`src/rtl/fifo_write_relay_pkg.sv`:
```
// Shared constants and elaboration helpers for the pipelined FIFO write relay.
package fifo_write_relay_pkg;

  localparam int MAX_LEVEL = 8;

  // The FIFO grace slots must absorb every write that can still be in flight.
  function automatic bit grace_covers_level(input int level, input int grace);
    return (2 * level) <= grace;
  endfunction

endpackage

```
`src/rtl/relay_shift_reg.sv`:
```
// Async-reset shift register, one word per stage, with an OR of the top bit
// across all stages (the forward pipe uses it as "any write in flight").
module relay_shift_reg
  import fifo_write_relay_pkg::*;
#(
  parameter int               WIDTH     = 1,
  parameter int               DEPTH     = 1,
  parameter logic [WIDTH-1:0] RESET_VAL = '0
) (
  input  logic             clk,
  input  logic             reset,
  input  logic [WIDTH-1:0] d,
  output logic [WIDTH-1:0] q,
  output logic             msb_any
);

  if (DEPTH < 1 || DEPTH > MAX_LEVEL) begin : g_depth_check
    $error("relay_shift_reg: DEPTH must be within 1..MAX_LEVEL");
  end

  logic [DEPTH-1:0][WIDTH-1:0] regs;

  always_ff @(posedge clk or negedge reset) begin
    if (!reset) begin
      regs <= {DEPTH{RESET_VAL}};
    end else begin
      regs[0] <= d;
      for (int k = 1; k < DEPTH; k++) begin
        regs[k] <= regs[k-1];
      end
    end
  end

  always_comb begin
    msb_any = 1'b0;
    for (int k = 0; k < DEPTH; k++) begin
      msb_any = msb_any | regs[k][WIDTH-1];
    end
  end

  assign q = regs[DEPTH-1];

endmodule

```
`src/rtl/fifo_write_relay.sv`:
```
// Producer-side relay: LEVEL register stages on write/data towards an
// almost-full FIFO, LEVEL stages on full_n back, plus a grace-overrun monitor.
module fifo_write_relay
  import fifo_write_relay_pkg::*;
#(
  parameter int DATA_WIDTH   = 32,
  parameter int LEVEL        = 2,
  parameter int GRACE_PERIOD = 4,
  parameter int CNT_WIDTH    = 8
) (
  input  logic                  clk,
  input  logic                  reset,
  output logic                  if_full_n,
  input  logic                  if_write,
  input  logic [DATA_WIDTH-1:0] if_din,
  output logic                  out_write,
  output logic [DATA_WIDTH-1:0] out_din,
  input  logic                  out_full_n,
  output logic                  idle,
  output logic                  overflow,
  output logic [CNT_WIDTH-1:0]  excess_cnt
);

  if (LEVEL < 1 || LEVEL > MAX_LEVEL) begin : g_level_check
    $error("fifo_write_relay: LEVEL must be within 1..MAX_LEVEL");
  end

  if (!grace_covers_level(LEVEL, GRACE_PERIOD)) begin : g_grace_check
    $error("fifo_write_relay: GRACE_PERIOD must be at least 2*LEVEL");
  end

  localparam logic [CNT_WIDTH-1:0] CNT_MAX = '1;

  logic [DATA_WIDTH:0] fwd_q;
  logic                fwd_valid_any;
  logic                bwd_any_unused;

  // The write strobe rides as the MSB so the stage OR doubles as "busy".
  relay_shift_reg #(
    .WIDTH    (DATA_WIDTH + 1),
    .DEPTH    (LEVEL),
    .RESET_VAL('0)
  ) u_fwd (
    .clk    (clk),
    .reset  (reset),
    .d      ({if_write, if_din}),
    .q      (fwd_q),
    .msb_any(fwd_valid_any)
  );

  relay_shift_reg #(
    .WIDTH    (1),
    .DEPTH    (LEVEL),
    .RESET_VAL(1'b1)
  ) u_bwd (
    .clk    (clk),
    .reset  (reset),
    .d      (out_full_n),
    .q      (if_full_n),
    .msb_any(bwd_any_unused)
  );

  assign out_write = fwd_q[DATA_WIDTH];
  assign out_din   = fwd_q[DATA_WIDTH-1:0];
  assign idle      = ~fwd_valid_any;

  // Counts writes landing while the FIFO is past its threshold; one more than
  // the grace slots means a word was dropped by the FIFO.
  always_ff @(posedge clk or negedge reset) begin
    if (!reset) begin
      excess_cnt <= '0;
      overflow   <= 1'b0;
    end else if (out_full_n) begin
      excess_cnt <= '0;
    end else if (out_write) begin
      if (excess_cnt != CNT_MAX) begin
        excess_cnt <= excess_cnt + 1'b1;
      end
      if (int'(excess_cnt) >= GRACE_PERIOD) begin
        overflow <= 1'b1;
      end
    end
  end

endmodule

```
`config.mk`:
```
export PLATFORM = sky130hd
export DESIGN_NAME = fifo_write_relay
export DESIGN_NICKNAME = d
export VERILOG_FILES = /design/src/rtl/fifo_write_relay_pkg.sv /design/src/rtl/relay_shift_reg.sv /design/src/rtl/fifo_write_relay.sv
export SDC_FILE = /design/constraint.sdc
export NUM_CORES = 1
export LEC_CHECK = 0
export BUFFER_PORTS_ARGS = -buffer_cell sky130_fd_sc_hd__buf_4
export CORE_ASPECT_RATIO = 0.75
export CORE_MARGIN = 10
export CORE_UTILIZATION = 49
export CTS_CLUSTER_SIZE = 28
export DETAILED_ROUTE_END_ITERATION = 7
export PLACE_DENSITY_LB_ADDON = 0.1
export RECOVER_POWER = 25
export SYNTH_ARGS = -nofsm -noshare
export SYNTH_HDL_FRONTEND = slang
export SYNTH_SLANG_ARGS = --single-unit
export TNS_END_PERCENT = 100
```
`constraint.sdc`:
```
create_clock -name clk -period 2.2 [get_ports clk]
set_clock_uncertainty 0.2 [all_clocks]
set_input_delay 0.22 -clock clk [delete_from_list [all_inputs] [get_ports clk]]
set_output_delay 0.22 -clock clk [all_outputs]
set_load 0.02 [all_outputs]
```
==> metrics.md <==
| Metric | Value |
|---|---|
| Outcome | `finished, final reports clean` |
| Worst Path Required | `approximately 2.2 ns` |
| Final wirelength | `between 4000 and 5000 um` |
| FMAX | `516 MHz` |
| Max-capacitance violation count | `0` |
| Congestion Overflow GR | `0` |
| Top cells by area, synth | `dfrtp_1 75%, buf_4 9.6%, dfstp_2 2.1%, a211oi_1 1.2%, a2111oi_4 1.1%` |
| Hold Crit Class | `reg2reg` |
| Worst Setup Start Kind | `flop` |
| GRT Overall Usage | `between 10% and 20%` |
| Yosys top cell area share | `75.4%` |
| Die area | `8360 um^2` |
| GP Congestion | `between 0.6 and 0.7` |
| Min cycle time layout | `1.94 ns` |
| YS warnings | `0` |
| Die Ht | `81.7 um` |
| Leading cell types in the layout, fill and taps excluded | `75 x dfrtp_1, 64 x buf_4, 35 x dlygate4sd3_1, 15 x clkbuf_4, 10 x clkbuf_8` |
| Clk pin slew, worst setup/hold paths | `0.07 ns` |
| Pins over their slew limit | `0` |
| Final hold vios | `0` |
| Flops & latches, synth | `between 70 and 80` |
| Power Dens Cells | `837 nW/um^2` |
| Post-placement cell area | `2930 um^2` |
| Drt via density | `4.43` |
| Clock Latency Late Sink | `0.33 ns` |
| Setup bufs post-CTS | `0` |
| Leading cell type in the layout, fill and taps excluded | `dfrtp_1` |
| Synth Cell Area | `2490 um^2` |
| Pleak | `about 1.7 nW` |
| Maximum VDD drop | `~0.57 mV` |
| Number of global-route vias before repair | `1493` |
| Initial drt markers | `24` |
| CTS Buf Count | `9` |
| Largest net degree at the start of global routing | `45` |
| Die width | `~100 um` |
| Maximum clock path buffer count | `2` |
| Share of cells above drive strength 1 | `41.4%` |
| Unrepaired setup endpoints after global routing | `no` |
| Fin crit share | `88.2%` |
| Async SR Flop Fraction | `100%` |
| Max-Slew Margin vs Limit | `71.0%` |
| Layout Utilization | `71.5%` |
| Row cnt | `22` |
| Post-route antenna net violation count | `0` |
| Least-Margin Pin Slew | `0.435 ns` |
| Post-Syn Instances | `154` |
| Io pins | `80` |
| CTS Sinks | `77` |
| Critical path class | `reg2reg` |
| Pre-Repair DR Iteration Count | `3` |
| Most used DFF post-synth | `dfrtp_1` |
| Post-detail-place hpwl | `3210 um` |
| Avg Cell Area, Syn | `16.2 um^2` |
| Clk root buf | `clkbuf_8` |
| Register area share after synthesis | `77.5%` |
| DRC errors left | `0` |
| H-Tree Depth | `3` |
| Arr. time, crit path | `1.95 ns` |
| Initial antenna violation count | `0` |
| Vias | `1379` |
| CTS tree | `done` |
| WL/cell | `between 15 and 20 um` |
| Net Count, Synth | `192` |
| CORE AREA | `approximately 4900 um^2` |
| Yosys top cell by area | `dfrtp_1` |
| Synth-to-Final Area Change | `40.7%` |
| Post-CTS sizing | `0` |
| Final setup viols | `0` |
| Final #Nets | `284` |
| First-pass GRT wire length | `7560 um` |
| Synth unique cells | `28` |
| Ant. Diodes | `0` |
| Fillers | `around 310` |
| CP endpoint kind | `flop` |
| Post-route cell area | `3500 um^2` |
| IO Port Bufs | `79` |
| Crit-path max FO | `5` |
| Fin Hold WS | `0.149 ns` |
| Initial Util | `50.8%` |
| Hold_buf cts | `35` |
| EDFF count, synth | `0` |
| Setup_tns | `0 ns` |
path summary, 6_finish.rpt:
path	startpoint	to	slack (ns)	depth (start not counted)
worst min register to register	u_fwd.regs[19]	u_fwd.q[19]	0.15	0
worst min-delay path	u_fwd.regs[19]	u_fwd.q[19]	0.15	0
min in group asynchronous	reset	u_fwd.regs[24]	0.17	2
worst max-delay path	excess_cnt[0]	excess_cnt[5]	0.26	4
max in group asynchronous	reset	u_bwd.q	1.00	3
worst max register to register	excess_cnt[0]	excess_cnt[5]	0.26	4
Yosys cell counts, drive strengths merged, types with 2 or more instances:
cell type	instances
inv	5
a211oi	4
mux2	2
nor3	4
buf	33
ha	2
a21oi	2
nor2	5
dfrtp	75
dfstp	2
nand2	4
nand4	3
metrics by stage:
stage          instances  power, W  setup slack [ns]
2_1_floorplan        154   0.00165             0.274
3_3_place_gp         260   0.00176             0.335
3_5_place_dp         260   0.00177             0.283
4_1_cts              311   0.00297             0.266
5_1_grt              311   0.00306             0.213
6_report             311   0.00293             0.261
area by class of cell:
cell class / instances / area, um^2 / area share (%)
clock buffers: 11 / 141 / 4.04
well taps: 60 / 75.1 / 2.14
repair buffers: 115 / 963 / 27.5
flip-flops and latches: 77 / 1930 / 55.1
multi-input cells: 38 / 293 / 8.36
clock inverters: 5 / 82.6 / 2.36
inverters: 5 / 18.8 / 0.536
where the power goes:
group / switching [W] / total, W / internal (W)
sequential: 0.0000292 / 0.00152 / 0.00149
combinational: 0.000127 / 0.000269 / 0.000142
clock: 0.000475 / 0.00115 / 0.000674
cell families after synthesis:
family	count (synthesis)	share of synthesized area (%)
flip-flops	77	77.5
AO/OA/AOI/OAI	11	4.12
AND/OR/NAND/NOR	22	5.33
buffers and inverters	39	10.8
adder cells (fa/ha/maj)	2	1.00
multiplexers	3	1.31
critical path: stages, from the launching register on:
cell	delay (ns)
dfrtp_1	0.45
ha_1	0.27
and3_2	0.24
a2111oi_4	0.32
mux2_1	0.36
routing by layer:
layer | up-vias | part of all wire, % | global-route usage (%)
met3 | 7 | 8.5 | 6.21
met2 | 50 | 49 | 19.7
met1 | 664 | 41 | 13.0
met5 | - | 0 | 0
li1 | 658 | - | -
met4 | 0 | 1.2 | 5.06
state kept, by name, summed over array words and instances, names as in the netlist:
name,cells
u_bwd.q,1
u_fwd.q,33
excess_cnt,8
u_fwd.regs,33
overflow,1
u_bwd.regs,1
Power figures use the tool's default switching activity.
